File: src/rtl/mult8_seq_ctrl.sv
// Sequenced 8x8 unsigned multiplier: one shared 4x4 partial-product unit stepped over four cycles.
// Optional build macro MULT8_SEQ_EARLY_EXIT_EN: a zero operand finishes the operation immediately.
module mult8_seq_ctrl #(
    parameter bit DONE_PULSE = 1'b1
) (
    input  logic       clk,
    input  logic       rst_n,
    input  logic       Start,
    input  logic [7:0] A,
    input  logic [7:0] B,
    output logic       Busy,
    output logic       Done,
    output logic [7:0] Result,
    output logic       Overflow
);

    typedef enum logic [2:0] {
        S_IDLE,
        S_PP0,
        S_PP1,
        S_PP2,
        S_PP3,
        S_DONE
    } state_t;

    state_t      state_q, state_d;
    logic [7:0]  a_q, a_d;
    logic [7:0]  b_q, b_d;
    logic [15:0] acc_q, acc_d;
    logic [7:0]  result_q, result_d;
    logic        overflow_q, overflow_d;
    logic        busy_q, busy_d;
    logic        done_q, done_d;

    logic [3:0]  pp_x, pp_y;
    logic [7:0]  pp;
    logic [15:0] pp_shifted;
    logic        accept;
`ifdef MULT8_SEQ_EARLY_EXIT_EN
    logic        zero_op;
    assign zero_op = (A == 8'h00) || (B == 8'h00);
`endif

    assign accept = Start && ((state_q == S_IDLE) || (state_q == S_DONE));

    // Shared 4x4 unit: the current step picks the operand nibbles and the product alignment.
    always_comb begin
        pp_x       = a_q[3:0];
        pp_y       = b_q[3:0];
        pp_shifted = 16'h0000;
        case (state_q)
            S_PP1: pp_y = b_q[7:4];
            S_PP2: pp_x = a_q[7:4];
            S_PP3: begin
                pp_x = a_q[7:4];
                pp_y = b_q[7:4];
            end
            default: ;
        endcase
        pp = {4'h0, pp_x} * {4'h0, pp_y};
        case (state_q)
            S_PP0:        pp_shifted = {8'h00, pp};
            S_PP1, S_PP2: pp_shifted = {4'h0, pp, 4'h0};
            S_PP3:        pp_shifted = {pp, 8'h00};
            default:      pp_shifted = 16'h0000;
        endcase
    end

    // NOTE: every signal gets its hold value first so no path through the case infers a latch.
    always_comb begin
        state_d    = state_q;
        a_d        = a_q;
        b_d        = b_q;
        acc_d      = acc_q;
        result_d   = result_q;
        overflow_d = overflow_q;
        case (state_q)
            S_IDLE, S_DONE: begin
                if (accept) begin
                    a_d     = A;
                    b_d     = B;
                    acc_d   = 16'h0000;
                    state_d = S_PP0;
`ifdef MULT8_SEQ_EARLY_EXIT_EN
                    if (zero_op) begin
                        state_d    = S_DONE;
                        result_d   = 8'h00;
                        overflow_d = 1'b0;
                    end
`endif
                end else if ((state_q == S_DONE) && DONE_PULSE) begin
                    state_d = S_IDLE;
                end
            end
            S_PP0: begin
                acc_d   = acc_q + pp_shifted;
                state_d = S_PP1;
            end
            S_PP1: begin
                acc_d   = acc_q + pp_shifted;
                state_d = S_PP2;
            end
            S_PP2: begin
                acc_d   = acc_q + pp_shifted;
                state_d = S_PP3;
            end
            S_PP3: begin
                acc_d      = acc_q + pp_shifted;
                state_d    = S_DONE;
                result_d   = acc_d[7:0];
                overflow_d = |acc_d[15:8];
            end
            default: state_d = S_IDLE;
        endcase

        // Status flags decode the upcoming state so they are registered yet aligned with it.
        busy_d = (state_d == S_PP0) || (state_d == S_PP1) ||
                 (state_d == S_PP2) || (state_d == S_PP3);
        done_d = (state_d == S_DONE);
    end

    // NOTE: non-blocking assignments keep every flop sampling pre-edge values.
    always_ff @(posedge clk or negedge rst_n) begin
        if (!rst_n) begin
            state_q    <= S_IDLE;
            a_q        <= 8'h00;
            b_q        <= 8'h00;
            acc_q      <= 16'h0000;
            result_q   <= 8'h00;
            overflow_q <= 1'b0;
            busy_q     <= 1'b0;
            done_q     <= 1'b0;
        end else begin
            state_q    <= state_d;
            a_q        <= a_d;
            b_q        <= b_d;
            acc_q      <= acc_d;
            result_q   <= result_d;
            overflow_q <= overflow_d;
            busy_q     <= busy_d;
            done_q     <= done_d;
        end
    end

    assign Busy     = busy_q;
    assign Done     = done_q;
    assign Result   = result_q;
    assign Overflow = overflow_q;

endmodule

File: config.mk
export PLATFORM = sky130hd
export DESIGN_NAME = mult8_seq_ctrl
export DESIGN_NICKNAME = d
export VERILOG_FILES = /design/src/rtl/mult8_seq_ctrl.sv
export SDC_FILE = /design/constraint.sdc
export NUM_CORES = 1
export LEC_CHECK = 0
export ABC_AREA = 1
export BUFFER_PORTS_ARGS = -buffer_cell sky130_fd_sc_hd__buf_2
export CAP_MARGIN = 10
export CORE_MARGIN = 2
export CORE_UTILIZATION = 25
export CTS_CLUSTER_SIZE = 14
export DETAILED_ROUTE_END_ITERATION = 16
export GPL_ROUTABILITY_DRIVEN = 0
export PLACE_DENSITY = 0.5
export SETUP_SLACK_MARGIN = 0.1
export SYNTH_ARGS = -nofsm -noshare
export SYNTH_HDL_FRONTEND = slang
export SYNTH_SLANG_ARGS = --single-unit
File: constraint.sdc
create_clock -name clk -period 6.4 [get_ports clk]
set_clock_uncertainty 0.1 [all_clocks]
set_input_delay 0.96 -clock clk [delete_from_list [all_inputs] [get_ports clk]]
set_output_delay 0.96 -clock clk [all_outputs]
set_load 0.02 [all_outputs]
Word-level counts from Yosys, hierarchy flattened
Index checks and enable logic that the tools add are counted.
{"block": "word_totals", "wordCells": 44, "ff_bits": 46, "out_inout_bits": 11}
{"block": "op_classes", "n_eq_ne": 11, "n_addsub": 1, "multipliers": 1, "reduce_logical": 15, "muxes": 8}
{"op": "$pmux 16 s3", "n": 1}
{"op": "$pmux 16 s2", "n": 1}
{"op": "$add 16x16->16", "n": 1}
{"op": "$mux 16", "n": 1}
{"op": "$pmux 3 s5", "n": 1}
{"op": "$eq 3x2->1 const B", "n": 4}
{"op": "$eq 3x3->1 const B", "n": 4}
{"op": "$mul 4x4->8", "n": 1}
{"op": "$mux 4", "n": 2}
{"op": "$reduce_or 2->1", "n": 4}
{"op": "$reduce_or 8->1", "n": 1}
{"op": "$eq 3x1->1 const B", "n": 2}
{"op": "$mux 3", "n": 2}
{"op": "$logic_or 1x1->1", "n": 4}
{"op": "$reduce_and 2->1", "n": 2}
{"op": "$reduce_or 4->1", "n": 1}
{"op": "$logic_not 3->1", "n": 1}
{"op": "$ne 2x2->1 const B", "n": 1}
{"op": "$reduce_bool 2->1", "n": 1}
{"op": "$logic_and 1x1->1", "n": 1}

Logic depth before layout (Yosys ltp)
Gate-level depths: netlist of the first run.
{"block": "depth", "depth_word": 9, "mapped_depth": 34, "ltp_nobuf": 34}

Worst setup path before layout of the first run
Ideal clock, no wire load.
{"block": "synth_path", "path_kind": "register to register", "from": "register state_q[2]", "to": "register overflow_q (netlist: Overflow)", "n_path_buf": 0, "t_required_ns": 6.183, "setup_slack_ns": 1.755, "arrival_ns": 4.428, "path_stages_with_launch": 24, "cell_sequence": "dfrtp_1 -> nor2_2 -> inv_2 -> or2_4 -> nand2_4 -> nand2_1 -> o21ai_0 -> nand2_1 -> fa_1 -> fa_1 -> fa_1 -> o21ai_0 -> xnor2_1 -> o22ai_1 -> ha_1 -> nand2_2 -> inv_1 -> a21oi_2 -> nand2_2 -> a21oi_1 -> xor2_1 -> nand3_1 -> nor2_1 -> nor2_1"}
{"block": "synth_between", "elab_chain_cells": 7}
{"item": "start, declared", "line_no": "26", "source": "state_t state_q, state_d;"}
{"item": "start signal, assigned", "line_no": "134", "source": "state_q <= state_d;"}
{"item": "$eq 3x3->1 or $eq 3x2->1 (tied branches)", "line_no": "51, 61, 77"}
{"item": "$reduce_or 2->1 (no source line)"}
{"item": "$mux 4", "line_no": "51", "source": "case (state_q)"}
{"item": "$mul 4x4->8", "line_no": "60", "source": "pp = {4'h0, pp_x} * {4'h0, pp_y};"}
{"item": "$pmux 16 s3", "line_no": "61", "source": "case (state_q)"}
{"item": "$add 16x16->16", "line_no": "108", "source": "acc_d = acc_q + pp_shifted;"}
{"item": "$reduce_or 8->1", "line_no": "111", "source": "overflow_d = |acc_d[15:8];"}
{"item": "end signal, assigned", "line_no": "139", "source": "overflow_q <= overflow_d;"}
{"item": "end, declared", "line_no": "31", "source": "logic overflow_q, overflow_d;"}
Parallel ways exist; a longest one is shown, timed or not.
A chain may end at the register's enable or synchronous reset.

Worst setup path after layout of the first run
{"block": "layout_path", "from": "register state_q[0]", "to": "register overflow_q (netlist: Overflow)"}
Same word-level chain as after synthesis.

==> results of run 1 <==
==> flip-flops by register name (all words and copies together), names as in the netlist <==
signal and cells:
Overflow 1, Result 8, Done 1, b_q 8
Busy 1, acc_q 16, state_q 3, a_q 8
==> critical path, stage by stage (launching register included) <==
cell and delay [ns]:
dfrtp_1 0.42, nor2_2 0.15, nand2_2 0.34, nand2_4 0.30, nand2_1 0.08, o21ai_1 0.16
nand2_1 0.12, fa_1 0.51, fa_1 0.62, inv_1 0.06, ha_1 0.28, nand2_1 0.06
nand2_1 0.07, nand2_1 0.08, xor2_1 0.28, o22ai_1 0.17, ha_1 0.37, a21oi_1 0.27
nand3_2 0.18, nand2_1 0.11, nand2_1 0.06, nand2_1 0.05, nand2_1 0.08, nor2_1 0.13
nand4_1 0.09, nor2_1 0.12, nor2_1 0.04
==> cell families (layout without fill, tap and decap cells) <==
family,Yosys count,count (layout),synth area share [%]
flip-flops,46,46,34.6
buffers and inverters,71,101,8.57
multiplexers,8,8,2.71
adder cells (fa/ha/maj),32,32,13.2
AND/OR/NAND/NOR,212,212,28.1
AO/OA/AOI/OAI,60,60,9.96
XOR/XNOR,11,11,2.89
==> worst paths after layout <==
kind,end,slack (ns),cells after the start
max in group asynchronous,acc_q[12]$_DFFE_PN0P_,4.81,1
hold reg to reg,Result[1]$_DFFE_PN0N_,0.39,2
hold / removal,Result[1]$_DFFE_PN0N_,0.39,2
setup reg to reg,Overflow$_DFFE_PN0N_,1.00,26
setup / recovery,Overflow$_DFFE_PN0N_,1.00,26
min in group asynchronous,acc_q[2]$_DFFE_PN0P_,0.75,1
==> cell usage after synthesis (all sizes together) <==
cell type	count
nand2	113
inv	63
nor2	52
dfrtp	46
nand3	36
o21ai	29
ha	27
a21oi	20
o22ai	10
mux2	8
xnor2	7
nand4	6
buf	5
fa	5
xor2	4
clkbuf	3
nor3	3
and2	1
o211ai	1
or2	1
==> cells in the final DEF, fill, tap and decap left out, types with 3 or more instances in the layout <==
cell	n
fa_1	5
nand2_2	4
inv_2	3
nand3_1	34
nand2_1	106
xor2_1	4
xnor2_1	7
o22ai_1	10
nor2_1	49
nand4_1	6
mux2_2	6
a21oi_1	18
dfrtp_1	46
o21ai_0	21
inv_1	60
buf_2	29
clkbuf_16	5
o21ai_1	7
ha_1	27
nand2_4	3
==> metrics by stage <==
step	hold WS, ns	area [µm²]	setup WS, ns
2_1_floorplan	0.365	3330	1.75
3_3_place_gp	0.370	3650	1.15
3_5_place_dp	0.374	3650	1.05
4_1_cts	0.395	3820	1.00
5_1_grt	0.412	3820	0.491
6_report	0.389	3820	1.00
==> routing by layer <==
| metal | track usage, % | vias to the layer above |
|---|---|---|
| li1 | - | 1472 |
| met2 | 21.3 | 40 |
| met1 | 16.3 | 1371 |
| met4 | 3.90 | 0 |
| met5 | 0 | - |
| met3 | 1.63 | 8 |
==> cell type report <==
type / instances / area, µm² / area share (%)
multi-input cells: 323 / 1890 / 49.5
flip-flops and latches: 46 / 1150 / 30.1
inverters: 63 / 236 / 6.19
well taps: 176 / 220 / 5.76
repair buffers: 30 / 153 / 3.99
clock buffers: 5 / 125 / 3.27
clock inverters: 3 / 43.8 / 1.15
==> flow_summary.ini, run 1 <==
[sta]
finalCritPeriodShare_pct = 84.3
period_needed_ns = 5.40
finalMaxSlewViolations = 0
fmax_mhz = 185
tns_ns = 0
rsz0062_at_grt = no
slew_headroom_pct = 31.0
finalSetupViolations = 0
hold_viol = 0
worst_slew_pin_slew_ns = 1.03

[clocking]
cts.sinks = 46
clk_path_buf_depth = 2
cts_tree = built
cts_setup_buffers = 0
cts_resized = 0
clockRootBuffer = clkbuf_16
postCtsHoldBufs = 0
cts_max_level = 2
clkLatencyLatePin_ns = 0.29
cts_buffers = 5
clkTransAtPathRegs_ns = 0.07

[placed_design]
numPortBuffers = 29
post-dp-hpwl_um = 6310
dpl.cell_count = 638

[yosys]
syn-num-nets = 491
synth.distinct_cells = 32
seq_area_frac_synth_pct = 34.6
syn_inst = 440
syn_avg_cell_area_um2 = 7.56
synth_top_area_share_pct = 34.6
ys_warn_count = 0
synth-seq-cells = 46
syn_area_mm2 = 0.00333
synth.largest_area_cell = dfrtp_1
ys_top_cells_by_area = dfrtp_1 (35%), nand2_1 (12%), ha_1 (10%), inv_1 (6.8%), nor2_1 (5.5%)

[detailed_routing]
wl_met1_um = 3920
postRouteWirelength_um = 8040
highest_layer = met4
vias = 2891
drt_iter0_markers = 139
drc = 0
drtPass1Iterations = 4
avgRoutedWirePerCell_um = 12.4
wl_met3_um = 194
wl_met2_um = 3820
detail-route-antenna-nets = 0
vias_per_cell = 4.48

[global_route]
grt_max_degree = 47
grt_pass1_vias = 2945
grt.total_usage_pct = 12.4
grt_antenna_before_repair = 0
grt_pass1_wl_um = 14400
gr-total-overflow = 0

[min_path]
min_path_type = flip-flop to flip-flop
hp-start = Result[1]$_DFFE_PN0N_

[worst_setup_path]
critPathLaunchType = flip-flop
critPathMaxFanout = 27
path_class = flip-flop to flip-flop
arrival_ns = 5.48
cp.required_ns = 6.48
critPathLaunch = state_q[0]$_DFF_PN0_
cp-end-kind = flip-flop
reg2reg_from = state_q[0]$_DFF_PN0_

[die]
die_area_mm2 = 0.0143
coreArea_mm2 = 0.0131
initial_utilization_pct = 25.3
die_x_um = 119
ios = 30
dieHeight_um = 119
rows = 42

[cells_and_area]
fin_util_pct = 29.1
drive_gt1_share_pct = 13.8
fill_cells = 1462
antenna_cells = 0
finalNonFillerCells = 646
syn_to_final_growth_pct = 14.8
nets = 520

[run]
maxCapViolations = 0

[status]
status = complete, no violations
Power of run 1 is not shown: default switching activity piles up to over one toggle a cycle in this logic, so the estimate is an artifact.
==> run 2, diff against run 1 <==
--- a/config.mk
+++ b/config.mk
@@ -5,7 +5,7 @@
 export SDC_FILE = /design/constraint.sdc
 export NUM_CORES = 1
 export LEC_CHECK = 0
-export ABC_AREA = 1
+export ABC_AREA = 0
 export BUFFER_PORTS_ARGS = -buffer_cell sky130_fd_sc_hd__buf_2
 export CAP_MARGIN = 10
 export CORE_MARGIN = 2
@@ -13,7 +13,7 @@
 export CTS_CLUSTER_SIZE = 14
 export DETAILED_ROUTE_END_ITERATION = 16
 export GPL_ROUTABILITY_DRIVEN = 0
-export PLACE_DENSITY = 0.5
+export PLACE_DENSITY = 0.52
 export SETUP_SLACK_MARGIN = 0.1
 export SYNTH_ARGS = -nofsm -noshare
 export SYNTH_HDL_FRONTEND = slang
==> constraint.sdc (replaced) <==
create_clock -name clk -period 4.44 [get_ports clk]
set_clock_uncertainty 0.1 [all_clocks]
set_input_delay 0.666 -clock clk [delete_from_list [all_inputs] [get_ports clk]]
set_output_delay 0.666 -clock clk [all_outputs]
set_load 0.02 [all_outputs]
==> flow_summary.ini, run 2 <==
[status]
status = complete, but fails checks
failed_checks = setup timing

[yosys]
synth_edf_count = 0
synth_top_area_share_pct = 37.5
synth_commonest_cells = dfrtp_1 (46), nand2_1 (32), nor2_1 (30), ha_1 (27), a21oi_1 (16)
yosysMostFrequentCell = dfrtp_1
synth.distinct_cells = 50
syn-num-nets = 366
synth-seq-cells = 46
syn_area_mm2 = 0.00307
async_reset_ff_share_pct = 100
synth.largest_area_cell = dfrtp_1
seq_area_frac_synth_pct = 37.5
syn_avg_cell_area_um2 = 9.74
ys_top_cells_by_area = dfrtp_1 (38%), ha_1 (11%), mux2_2 (4.0%), nand2_1 (3.9%), nor2_1 (3.7%)
ys_warn_count = 0
syn_inst = 315
ys.flop_type = dfrtp_1

[global_route]
grt_pass1_vias = 2835
grt_pass1_wl_um = 13700
grt_antenna_before_repair = 0
grt_max_degree = 47
grt.total_usage_pct = 13.1
gr-total-overflow = 0

[die]
die_x_um = 115
initial_utilization_pct = 25.5
ios = 30
rows = 40
coreArea_mm2 = 0.0120
dieHeight_um = 115
die_area_mm2 = 0.0132

[detailed_routing]
detail-route-antenna-nets = 0
vias_per_cell = 4.64
avgRoutedWirePerCell_um = 14.2
drc = 0
drtPass1Iterations = 4
drt_iter0_markers = 61
postRouteWirelength_um = 8090
vias = 2640

[clocking]
clkTransAtPathRegs_ns = 0.06
postCtsHoldBufs = 0
cts_max_level = 2
cts_buffers = 5
cts.sinks = 46
clk_path_buf_depth = 2
clockRootBuffer = clkbuf_16
cts_tree = built
clkLatencyLatePin_ns = 0.29

[sta]
timing.hold.ws_ns = 0.370
hold_viol = 0
finalCritPeriodShare_pct = 122
rsz0062_at_grt = yes
slew_headroom_pct = 38.4
worst_slew_pin_slew_ns = 0.918
finalMaxSlewViolations = 0
finalSetupViolations = 13
period_needed_ns = 5.43
finalWorstSetupSlack_ns = -0.991
fmax_mhz = 184

[cells_and_area]
layout_commonest_cell = buf_4
drive_gt1_share_pct = 44.1
fill_cells = 1234
final_cell_mix = buf_4 (73), dfrtp_1 (44), buf_2 (29)
antenna_cells = 0
regMostFlops = acc_q
nets = 473
largest_reg_flops = 16
syn_to_final_growth_pct = 44.9

[worst_setup_path]
cp_top_family = adder cells
crit_end = Overflow$_DFFE_PN0N_
cp.depth = 20
critical_path.cell_chain = nand2b_4 > a21oi_4 > mux2i_2 > or2_1 > fa_1 > fa_2 > buf_4 > fa_2 > xor2_2 > nor2_1 > a21oi_1 > nor2_1 > ha_1 > and2_4 > a221o_1 > a211o_1 > a21boi_1 > xnor2_1 > nor4b_2 > a31oi_1
critPathLaunch = state_q[2]$_DFF_PN0_
crit_buf_inv = 1
reg2reg_from = state_q[2]$_DFF_PN0_
critical-path-slowest-cell = fa_1
arrival_ns = 5.49
critPathMaxFanout = 5
ff2ff_setup_slack_ns = -0.99
r2r_cells = 20
path_class = flip-flop to flip-flop
cp-end-kind = flip-flop
r2r_end = Overflow$_DFFE_PN0N_
crit_path_max_incr_delay_ns = 0.59
critPathLaunchType = flip-flop
cp.required_ns = 4.50

[placed_design]
post-dp-hpwl_um = 6260
numPortBuffers = 29
place_ws_ns = -1.03

[min_path]
min_path_type = primary input to async pin

[run]
maxCapViolations = 0
==> run 2: cell count changes in the layout (fill, tap and decap cells not counted), moves of 7 or more <==
cell	before	now
nand2_1	106	27
buf_4	1	73
inv_1	60	11
nand3_1	34	3
nor2_1	49	27
o21ai_0	21	6
a21oi_1	18	9
a21o_1	0	7
o22ai_1	10	3
==> run 2: metal layers <==
layer | routed length (µm) | vias up | track usage (%)
met3 | 209 | 6 | 2.64
met5 | 0 | - | 0
li1 | - | 1326 | -
met4 | 91 | 0 | 2.81
met2 | 4180 | 30 | 23.3
met1 | 3610 | 1278 | 16.5
==> run 2: through the flow <==
step	util (%)	cells	TNS, ns	area (µm²)
after CTS	35.7	566	-9.15	4280
after floorplan	-	315	-5.86	3210
after global placement	33.5	554	-8.23	4030
after detailed placement	33.5	554	-10.08	4030
final	37.0	569	-9.23	4450
after global routing	37.0	569	-11.95	4450
==> run 2: cell type report <==
cell class | count | area [µm²] | area share [%]
inverter | 14 | 52.6 | 1.18
multi-input combinational | 247 | 2160 | 48.6
sequential | 46 | 1150 | 25.9
tap | 147 | 184 | 4.14
clock buffer | 7 | 133 | 2.98
timing repair buffer | 108 | 761 | 17.1
==> run 2: how the worst min path moves through the flow <==
stage | start | to | slack [ns] | cells past startpoint
floorplan | rst_n | Busy$_DFF_PN0_ | 0.27 | 0
global placement | Result[4]$_DFFE_PN0N_ | Result[4]$_DFFE_PN0N_ | 0.36 | 2
detailed placement | Result[0]$_DFFE_PN0N_ | Result[0]$_DFFE_PN0N_ | 0.37 | 2
CTS | Result[0]$_DFFE_PN0N_ | Result[0]$_DFFE_PN0N_ | 0.38 | 2
global route | Result[5]$_DFFE_PN0N_ | Result[5]$_DFFE_PN0N_ | 0.41 | 2
finish | rst_n | b_q[2]$_DFFE_PN0P_ | 0.37 | 2
==> run 2: what timing repair did <==
action                                  CTS  global route
buffers inserted                          5             3
cloned                                    0             0
pin swaps                                 6            23
resized for setup                        20            30
endpoints found under the setup margin   16            17
==> run 2: cells by family (layout without fill, tap and decap cells) <==
family          count (synthesis)  count (layout)  share of synthesized area [%]
xor+xnor                       15              15                           4.73
fa+ha+maj                      32              32                           14.3
mux                            24              24                           8.48
flops                          46              46                           37.5
simple gates                   98              98                           15.0
compound gates                 78              78                           17.2
buf+inv                        22             129                           2.73
Power of run 2 is left out for the same reason.
==> run 3, diff against run 2 <==
--- a/config.mk
+++ b/config.mk
@@ -9,11 +9,11 @@
 export BUFFER_PORTS_ARGS = -buffer_cell sky130_fd_sc_hd__buf_2
 export CAP_MARGIN = 10
 export CORE_MARGIN = 2
-export CORE_UTILIZATION = 25
+export CORE_UTILIZATION = 50
 export CTS_CLUSTER_SIZE = 14
 export DETAILED_ROUTE_END_ITERATION = 16
 export GPL_ROUTABILITY_DRIVEN = 0
-export PLACE_DENSITY = 0.52
+export PLACE_DENSITY = 0.79
 export SETUP_SLACK_MARGIN = 0.1
 export SYNTH_ARGS = -nofsm -noshare
 export SYNTH_HDL_FRONTEND = slang
==> constraint.sdc (replaced) <==
create_clock -name clk -period 5 [get_ports clk]
set_clock_uncertainty 0.1 [all_clocks]
set_input_delay 0.75 -clock clk [delete_from_list [all_inputs] [get_ports clk]]
set_output_delay 0.75 -clock clk [all_outputs]
set_load 0.02 [all_outputs]
==> flow_summary.ini, run 3 (synthesis gave the netlist of run 2 again) <==
[status]
status = complete, but fails checks
failed_checks = setup timing

[clocking]
cts_buffers = 5
cts_max_level = 2
clockRootBuffer = clkbuf_8
clk_path_buf_depth = 2
clkTransAtPathRegs_ns = 0.09
postCtsHoldBufs = 0
clkLatencyLatePin_ns = 0.31
cts_tree = built
cts.sinks = 46

[cells_and_area]
final_cell_mix = buf_4 (58), dfrtp_1 (45), buf_2 (29)
drive_gt1_share_pct = 41.3
fin_util_pct = 71.7
nets = 457
fin_area_mm2 = 0.00425
syn_to_final_growth_pct = 38.4
largest_reg_flops = 16
layout_commonest_cell = buf_4
antenna_cells = 0
regMostFlops = acc_q

[sta]
finalSetupViolations = 11
fmax_mhz = 178
finalWorstSetupSlack_ns = -0.630
hold_viol = 0
slew_headroom_pct = 25.3
rsz0062_at_grt = yes
finalMaxSlewViolations = 0
period_needed_ns = 5.63
worst_slew_pin_slew_ns = 1.12
finalCritPeriodShare_pct = 113

[die]
die_x_um = 82.3
initial_utilization_pct = 51.8
die_area_mm2 = 0.00678
ios = 30
dieHeight_um = 82.3
coreArea_mm2 = 0.00592
rows = 28

[worst_setup_path]
cp.depth = 23
cp.required_ns = 5.09
critical_path.cell_chain = buf_6 > nand2b_4 > a21oi_4 > mux2i_2 > or2_1 > fa_1 > fa_1 > inv_2 > ha_4 > a211oi_4 > buf_4 > nor2_4 > nor2_4 > a22oi_2 > nor2_1 > ha_1 > and2_4 > a221o_1 > a211o_1 > a21oi_2 > xnor2_2 > nor4b_4 > a31oi_1
ff2ff_setup_slack_ns = -0.63
cp_top_family = compound AO/OA/AOI/OAI gates
critical-path-slowest-cell = fa_1
r2r_cells = 23
critPathLaunch = state_q[1]$_DFF_PN0_
critPathLaunchType = flip-flop
crit_path_max_incr_delay_ns = 0.56
arrival_ns = 5.72
reg2reg_from = state_q[1]$_DFF_PN0_
crit_buf_inv = 3
critPathMaxFanout = 4
crit_end = Overflow$_DFFE_PN0N_
cp-end-kind = flip-flop
r2r_end = Overflow$_DFFE_PN0N_
path_class = flip-flop to flip-flop

[global_route]
grt_pass1_wl_um = 13200
grt.total_usage_pct = 25.6
gr-total-overflow = 0
grt_max_degree = 47
grt_pass1_vias = 2822
grt_antenna_before_repair = 0

[detailed_routing]
drt_iter0_markers = 233
detail-route-antenna-nets = 0
drc = 0
vias = 2824
drtPass1Iterations = 4
vias_per_cell = 5.86
avgRoutedWirePerCell_um = 17.9
postRouteWirelength_um = 8640

[placed_design]
post-dp-hpwl_um = 5810
numPortBuffers = 29
placed_area_mm2 = 0.00381
place_ws_ns = -0.524

[run]
maxCapViolations = 0

[min_path]
min_path_type = flip-flop to flip-flop
==> run 3: changes by cell type in the layout (fill, tap and decap cells not counted), sizes merged <==
cell	previous run	this run
clkbuf	7	6
buf	108	92
bufinv	0	2
==> run 3: layer usage <==
metal	part of all wire [%]	vias to the layer above	global-route usage, %
li1	-	1308	-
met1	43	1425	34.7
met2	51	73	42.7
met3	3.9	18	3.26
met4	1.8	0	7.83
met5	0	-	0
==> run 3: worst min-delay path by stage <==
stage	from	end	slack [ns]	cells after the start
2_1_floorplan	rst_n	Busy$_DFF_PN0_	0.35	0
3_5_place_dp	Result[0]$_DFFE_PN0N_	Result[0]$_DFFE_PN0N_	0.36	2
6_report	Result[0]$_DFFE_PN0N_	Result[0]$_DFFE_PN0N_	0.38	2
4_1_cts	Result[0]$_DFFE_PN0N_	Result[0]$_DFFE_PN0N_	0.39	2
5_1_grt	Result[0]$_DFFE_PN0N_	Result[0]$_DFFE_PN0N_	0.40	2
3_3_place_gp	Result[0]$_DFFE_PN0N_	Result[0]$_DFFE_PN0N_	0.36	2
==> run 3: worst reg2reg max path, stage by stage (launching register included) <==
cell	delay, ns
dfrtp_1	0.44
buf_6	0.13
nand2b_4	0.06
a21oi_4	0.24
mux2i_2	0.30
or2_1	0.17
fa_1	0.45
fa_1	0.56
inv_2	0.06
ha_4	0.24
a211oi_4	0.23
buf_4	0.15
nor2_4	0.03
nor2_4	0.14
a22oi_2	0.07
nor2_1	0.15
ha_1	0.28
and2_4	0.19
a221o_1	0.37
a211o_1	0.38
a21oi_2	0.22
xnor2_2	0.12
nor4b_4	0.30
a31oi_1	0.12
==> run 3: through the flow <==
| step | hold WS, ns | cells | TNS, ns |
|---|---|---|---|
| finish | 0.380 | 482 | -4.46 |
| global route | 0.404 | 482 | -6.16 |
| CTS | 0.387 | 475 | -2.79 |
| detailed placement | 0.363 | 465 | -3.06 |
| global placement | 0.357 | 465 | -1.94 |
| floorplan | 0.354 | 315 | -0.316 |
==> run 3: what timing repair did <==
item / in CTS / in global routing
pin swaps: 7 / 29
buffers inserted: 2 / 7
resized for setup: 16 / 32
endpoints found under the setup margin: 11 / 13
==> run 3: cell type report <==
type,instances,area (µm²)
clock buffer,6,82.6
timing repair buffer,92,637
multi-input combinational,247,2170
clock inverter,2,60.1
tap,75,93.8
sequential,46,1150
fill,382,1680
inverter,14,52.6
Power of run 3 is left out for the same reason.
